File: src/rtl/seq_shift_add_mult.sv
// Iterative shift-and-add multiplier, BITS_PER_CYCLE multiplier bits retired per clock, valid/ready on both sides.
// Define SHIFT_ADD_SIGNED_EN to add the run-time is_signed port (sign-magnitude iteration, negate at completion).
module seq_shift_add_mult #(
    parameter int WIDTH          = 16,
    parameter int BITS_PER_CYCLE = 1
) (
    input  logic                 clk,
    input  logic                 rst_n,
    input  logic                 in_valid,
    output logic                 in_ready,
    input  logic [WIDTH-1:0]     a,
    input  logic [WIDTH-1:0]     b,
`ifdef SHIFT_ADD_SIGNED_EN
    input  logic                 is_signed,
`endif
    output logic                 out_valid,
    input  logic                 out_ready,
    output logic [2*WIDTH-1:0]   result,
    output logic                 busy
);

    localparam int N   = WIDTH / BITS_PER_CYCLE;
    localparam int K_W = (N > 1) ? $clog2(N) : 1;
    localparam int PW  = 2 * WIDTH;

    generate
        if (WIDTH < 2 || WIDTH > 64) begin : g_bad_width
            $error("seq_shift_add_mult: WIDTH must be in 2..64");
        end
        if (BITS_PER_CYCLE < 1 || BITS_PER_CYCLE > WIDTH) begin : g_bad_bpc
            $error("seq_shift_add_mult: BITS_PER_CYCLE must be in 1..WIDTH");
        end else if (WIDTH % BITS_PER_CYCLE != 0) begin : g_bad_div
            $error("seq_shift_add_mult: WIDTH must be a multiple of BITS_PER_CYCLE");
        end
    endgenerate

    typedef enum logic [1:0] {IDLE, BUSY, DONE} state_t;

    state_t           state;
    state_t           state_next;
    logic [WIDTH-1:0] a_reg;
    logic [WIDTH-1:0] b_reg;
    logic [PW-1:0]    acc;
    logic [K_W-1:0]   k;
    logic             neg;

    logic [WIDTH-1:0] a_mag;
    logic [WIDTH-1:0] b_mag;
    logic             neg_in;
    logic [PW-1:0]    pp;
    logic [PW-1:0]    acc_next;
    logic [PW-1:0]    prod_final;
    logic             last_iter;
    int               shamt;

    // Operand conditioning at the accepting edge: magnitudes plus the product sign.
    always_comb begin
        a_mag  = a;
        b_mag  = b;
        neg_in = 1'b0;
`ifdef SHIFT_ADD_SIGNED_EN
        if (is_signed) begin
            if (a[WIDTH-1]) a_mag = -a;
            if (b[WIDTH-1]) b_mag = -b;
            neg_in = a[WIDTH-1] ^ b[WIDTH-1];
        end
`endif
    end

    // NOTE: blocking '=' is right here because pp is rebuilt term by term within one evaluation; registers below use '<=' only.
    always_comb begin
        pp = '0;
        for (int j = 0; j < BITS_PER_CYCLE; j++) begin
            if (b_reg[j]) pp = pp + (PW'(a_reg) << j);
        end
        shamt      = int'(k) * BITS_PER_CYCLE;
        acc_next   = acc + (pp << shamt);
        prod_final = neg ? -acc_next : acc_next;
    end

    assign last_iter = (k == K_W'(N - 1));
    assign in_ready  = (state == IDLE);

    always_ff @(posedge clk) begin
        if (!rst_n) state <= IDLE;
        else        state <= state_next;
    end

    always_comb begin
        // NOTE: every variable gets its default first so no branch can infer a latch.
        state_next = state;
        case (state)
            IDLE:    if (in_valid)  state_next = BUSY;
            BUSY:    if (last_iter) state_next = DONE;
            DONE:    if (out_ready) state_next = IDLE;
            default: state_next = IDLE;
        endcase
    end

    always_ff @(posedge clk) begin
        if (!rst_n) begin
            a_reg     <= '0;
            b_reg     <= '0;
            acc       <= '0;
            k         <= '0;
            neg       <= 1'b0;
            result    <= '0;
            out_valid <= 1'b0;
            busy      <= 1'b0;
        end else begin
            case (state)
                IDLE: begin
                    if (in_valid) begin
                        a_reg <= a_mag;
                        b_reg <= b_mag;
                        neg   <= neg_in;
                        acc   <= '0;
                        k     <= '0;
                        busy  <= 1'b1;
                    end
                end
                BUSY: begin
                    acc   <= acc_next;
                    b_reg <= b_reg >> BITS_PER_CYCLE;
                    k     <= k + K_W'(1);
                    if (last_iter) begin
                        result    <= prod_final;
                        out_valid <= 1'b1;
                    end
                end
                DONE: begin
                    // result deliberately keeps its value after the handshake.
                    if (out_ready) begin
                        out_valid <= 1'b0;
                        busy      <= 1'b0;
                    end
                end
                default: ;
            endcase
        end
    end

endmodule
File: config.mk
export PLATFORM = sky130hd
export DESIGN_NAME = seq_shift_add_mult
export DESIGN_NICKNAME = d
export VERILOG_FILES = /design/src/rtl/seq_shift_add_mult.sv
export SDC_FILE = /design/constraint.sdc
export NUM_CORES = 1
export LEC_CHECK = 0
export BUFFER_PORTS_ARGS = -buffer_cell sky130_fd_sc_hd__buf_2
export CORE_MARGIN = 2
export CORE_UTILIZATION = 45
export CTS_CLUSTER_DIAMETER = 30
export DETAILED_ROUTE_END_ITERATION = 7
export GPL_TIMING_DRIVEN = 1
export HOLD_SLACK_MARGIN = 0.06
export SLEW_MARGIN = 20
export SYNTH_ARGS = -nofsm -noshare
export SYNTH_HDL_FRONTEND = slang
export SYNTH_SLANG_ARGS = --single-unit
File: constraint.sdc
create_clock -name clk -period 8.8 [get_ports clk]
set_input_delay 0.88 -clock clk [delete_from_list [all_inputs] [get_ports clk]]
set_output_delay 0.88 -clock clk [all_outputs]
set_load 0.01 [all_outputs]
==> flow_results.xml <==
<?xml version="1.0" encoding="UTF-8"?>
<metrics>
  <group name="layout">
    <metric name="final_layout_size_suffix_gt1_frac" unit="">0.140</metric>
    <metric name="largestRegisters" unit="">acc x32, result x32</metric>
    <metric name="flow.area_growth_from_synthesis" unit="%">11.4</metric>
    <metric name="antenna_cells" unit="">0</metric>
    <metric name="final_core_util" unit="">0.512</metric>
    <metric name="final_nets" unit="">909</metric>
    <metric name="filler_cell_count" unit="">1348</metric>
  </group>
  <group name="detailed_routing">
    <metric name="vias_per_cell" unit="">5.70</metric>
    <metric name="detail_route.wl_per_cell" unit="um">16.8</metric>
    <metric name="detail-route-antenna-nets" unit="">0</metric>
    <metric name="drt-total-wl" unit="um">17200</metric>
    <metric name="firstDrtPassIters" unit="">5</metric>
    <metric name="route.vias.total" unit="">5841</metric>
    <metric name="route.detailed.drc" unit="">0</metric>
    <metric name="drt_iter0_drc" unit="">301</metric>
  </group>
  <group name="worst_setup_path">
    <metric name="crit_type" unit="">flip-flop to flip-flop</metric>
    <metric name="worst_ep_required_time" unit="ns">9.05</metric>
    <metric name="worstSetupEndpointType" unit="">flip-flop</metric>
    <metric name="critical_path_buf_inv_count" unit="">0</metric>
    <metric name="slowest_stage_cell_crit_path" unit="">dfxtp_1</metric>
    <metric name="worstSetupStartpointType" unit="">flip-flop</metric>
    <metric name="slowest_delay" unit="ns">0.97</metric>
    <metric name="path_cells" unit="">mux2_2 &gt; nand2_1 &gt; o21ai_0 &gt; nand3_1 &gt; o21ai_0 &gt; nor2_1 &gt; a21oi_1 &gt; ha_1 &gt; nand4_1 &gt; or4_1 &gt; o22a_1 &gt; a21oi_4 &gt; a21oi_1 &gt; xnor2_1 &gt; a22o_1</metric>
    <metric name="crit_path_max_fanout" unit="">27</metric>
    <metric name="crit_arrival" unit="ns">4.61</metric>
    <metric name="kind_of_cell_with_the_highest_combined_delay_on_the_critical_path" unit="">compound AO/OA/AOI/OAI gates</metric>
  </group>
  <group name="clock_tree">
    <metric name="cts_buffers" unit="">9</metric>
    <metric name="clkSlewWorstSetupHoldPaths" unit="ns">0.07</metric>
    <metric name="cts_tree" unit="">yes</metric>
    <metric name="max-clock-path-buffers" unit="">2</metric>
    <metric name="hold_buffers" unit="">0</metric>
    <metric name="clk-insertion-delay-late" unit="ns">0.36</metric>
    <metric name="cts_sinks" unit="">104</metric>
    <metric name="clk_root_buffer_cell" unit="">clkbuf_16</metric>
    <metric name="post-cts-setup-buffer-count" unit="">0</metric>
    <metric name="cts-htree-levels" unit="">3</metric>
    <metric name="cts_repair_resize_count" unit="">0</metric>
  </group>
  <group name="floorplanning">
    <metric name="fp-row-count" unit="">43</metric>
    <metric name="initial_core_utilization" unit="">0.460</metric>
    <metric name="die_y" unit="um">123</metric>
    <metric name="die_area" unit="um2">15100</metric>
    <metric name="core" unit="um2">13800</metric>
    <metric name="die_w" unit="um">123</metric>
    <metric name="pin_count" unit="">71</metric>
  </group>
  <group name="worst_hold_path">
    <metric name="hold_removal_path_class" unit="">flip-flop to flip-flop</metric>
  </group>
  <group name="power">
    <metric name="vdd_drop_max" unit="uV">79.1</metric>
    <metric name="power.density_cell_area" unit="nW/um2">142</metric>
    <metric name="static-leakage-power" unit="nW">2.97</metric>
    <metric name="fin_total_pwr" unit="mW">1.00</metric>
  </group>
  <group name="global_route">
    <metric name="grt_pass1_wl" unit="um">28100</metric>
    <metric name="grt_start_max_net_pins" unit="">79</metric>
    <metric name="grtUsageTotal" unit="">0.237</metric>
    <metric name="vias_in_the_first_global_route" unit="">5433</metric>
    <metric name="overflow" unit="">0</metric>
    <metric name="initial_antenna_violation_count" unit="">0</metric>
  </group>
  <group name="sta">
    <metric name="layout_worst_path_cycle_share" unit="">0.496</metric>
    <metric name="slew_viol_final" unit="">0</metric>
    <metric name="worst_clock_skew" unit="ns">0.00933</metric>
    <metric name="max-slew-margin-rel" unit="">0.343</metric>
    <metric name="fmax" unit="GHz">0.229</metric>
    <metric name="final_setup_violation_count" unit="">0</metric>
    <metric name="hold_ws" unit="ns">0.457</metric>
    <metric name="grt_setup_unrepaired" unit="">no</metric>
    <metric name="fin_tns_setup" unit="ns">0</metric>
    <metric name="worst_slew_pin_tran" unit="ns">0.983</metric>
    <metric name="postLayoutSetupSlackWorst" unit="ns">4.43</metric>
    <metric name="post-route-min-period" unit="ns">4.37</metric>
    <metric name="hold_viol" unit="">0</metric>
  </group>
  <group name="yosys">
    <metric name="number_of_flip_flops_and_latches_in_the_synthesized_netlist" unit="">104</metric>
    <metric name="synth-simple-area-share" unit="">0.218</metric>
    <metric name="synth_edf_count" unit="">0</metric>
    <metric name="ys_types" unit="">65</metric>
    <metric name="post_synth.cell_area_avg" unit="um2">7.87</metric>
    <metric name="multiplexer_share_of_the_synthesized_area" unit="">0.0457</metric>
    <metric name="synthFlopType" unit="">dfxtp_1</metric>
    <metric name="synth_fa_ha_area_frac" unit="">0.0661</metric>
    <metric name="synth-async-reset-ratio" unit="">0</metric>
    <metric name="post_synth_xor_area_fraction" unit="">0.0413</metric>
    <metric name="mapped_cell_area" unit="um2">6360</metric>
    <metric name="number_of_instances_in_the_synthesized_netlist" unit="">808</metric>
    <metric name="ys.warnings.count" unit="">0</metric>
    <metric name="postSynthNetCount" unit="">877</metric>
    <metric name="synth-compound-area-share" unit="">0.261</metric>
    <metric name="dominant_combinational_cell_family_by_area_after_synthesis" unit="">compound AO/OA/AOI/OAI gates</metric>
    <metric name="synth.yosys.seq_area_share" unit="">0.327</metric>
  </group>
  <group name="placed_design">
    <metric name="buffer_ports.inserted" unit="">70</metric>
    <metric name="dp.final_hpwl" unit="um">12800</metric>
    <metric name="pre_cts_ws" unit="ns">4.46</metric>
    <metric name="routability_congestion_estimate" unit="">0.934</metric>
  </group>
  <group name="run_status">
    <metric name="outcome" unit="">completed</metric>
  </group>
  <group name="job">
    <metric name="maximum_capacitance_violations" unit="">0</metric>
  </group>
</metrics>
==> per-stage QoR <==
stage	instances	instance area, um2
global route	1025	7080
global placement	1009	6790
finish	1025	7080
CTS	1025	7080
floorplan	808	6360
detailed placement	1009	6790
==> placed cells by master (no fill, tap or decap), types with 8 or more instances in the layout <==
master / n
o21ai_0: 48
mux2_2: 12
a22o_1: 21
xnor2_1: 21
a21oi_1: 40
o211a_1: 18
mux2i_1: 11
ha_1: 32
and2_1: 11
nor2_1: 38
inv_1: 8
dfxtp_1: 104
nand2_1: 172
buf_4: 8
buf_2: 70
xor2_1: 9
a21boi_0: 44
clkbuf_16: 9
nand3_1: 56
==> cells in the mapped netlist, drive strengths merged (12+ instances only) <==
| master | instances | share of area |
|---|---|---|
| ha | 32 | 0.063 |
| nor2 | 38 | 0.022 |
| clkbuf | 48 | 0.029 |
| a21oi | 41 | 0.034 |
| o211a | 18 | 0.028 |
| and2 | 12 | 0.012 |
| nand2 | 172 | 0.10 |
| o21ai | 56 | 0.045 |
| mux2 | 12 | 0.021 |
| nand3 | 56 | 0.044 |
| xnor2 | 21 | 0.029 |
| a22o | 21 | 0.029 |
| a21boi | 46 | 0.054 |
| dfxtp | 104 | 0.33 |
==> kinds of logic after synthesis <==
group,after synthesis
AND/OR/NAND/NOR,315
AO/OA/AOI/OAI,235
flip-flops,104
buffers and inverters,66
adder cells (fa/ha/maj),33
XOR/XNOR,30
multiplexers,25
==> tightest hold or removal path: stages, from the launching register on <==
cell,delay [ns]
dfxtp_1,0.31
nand2_1,0.05
o21ai_1,0.05
==> where the power goes <==
| part | total, mW | internal, mW | switching (mW) |
|---|---|---|---|
| Combinational | 0.0894 | 0.0365 | 0.0530 |
| Clock | 0.416 | 0.228 | 0.188 |
| Sequential | 0.499 | 0.483 | 0.0159 |
==> worst paths after layout <==
kind	start	end	slack, ns	depth (start not counted)
setup / recovery	k[0]$_SDFFE_PN0P_	acc[27]$_SDFFE_PN0P_	4.43	15
hold / removal	result[23]$_SDFFE_PN0P_	result[23]$_SDFFE_PN0P_	0.46	2
setup reg to reg	k[0]$_SDFFE_PN0P_	acc[27]$_SDFFE_PN0P_	4.43	15
hold reg to reg	result[23]$_SDFFE_PN0P_	result[23]$_SDFFE_PN0P_	0.46	2
==> metal layers <==
| metal | share of wire | GRT usage | vias to the layer above | wire length [um] |
|---|---|---|---|---|
| met3 | 0.054 | 0.0381 | 21 | 930 |
| met4 | 0.019 | 0.0862 | 0 | 333 |
| met5 | 0 | 0 | - | 0 |
| met2 | 0.44 | 0.360 | 159 | 7630 |
| li1 | - | - | 2946 | - |
| met1 | 0.48 | 0.338 | 2715 | 8320 |
==> final cells by class <==
class	count	area [um2]	share of cell area
Clock buffer	11	243	0.0343
Clock inverter	5	56.3	0.00795
Inverter	9	33.8	0.00477
Multi-Input combinational cell	638	4030	0.569
Sequential cell	104	2080	0.294
Tap cell	180	225	0.0318
Timing Repair Buffer	78	410	0.0579
(Power assumes the default switching activity.)
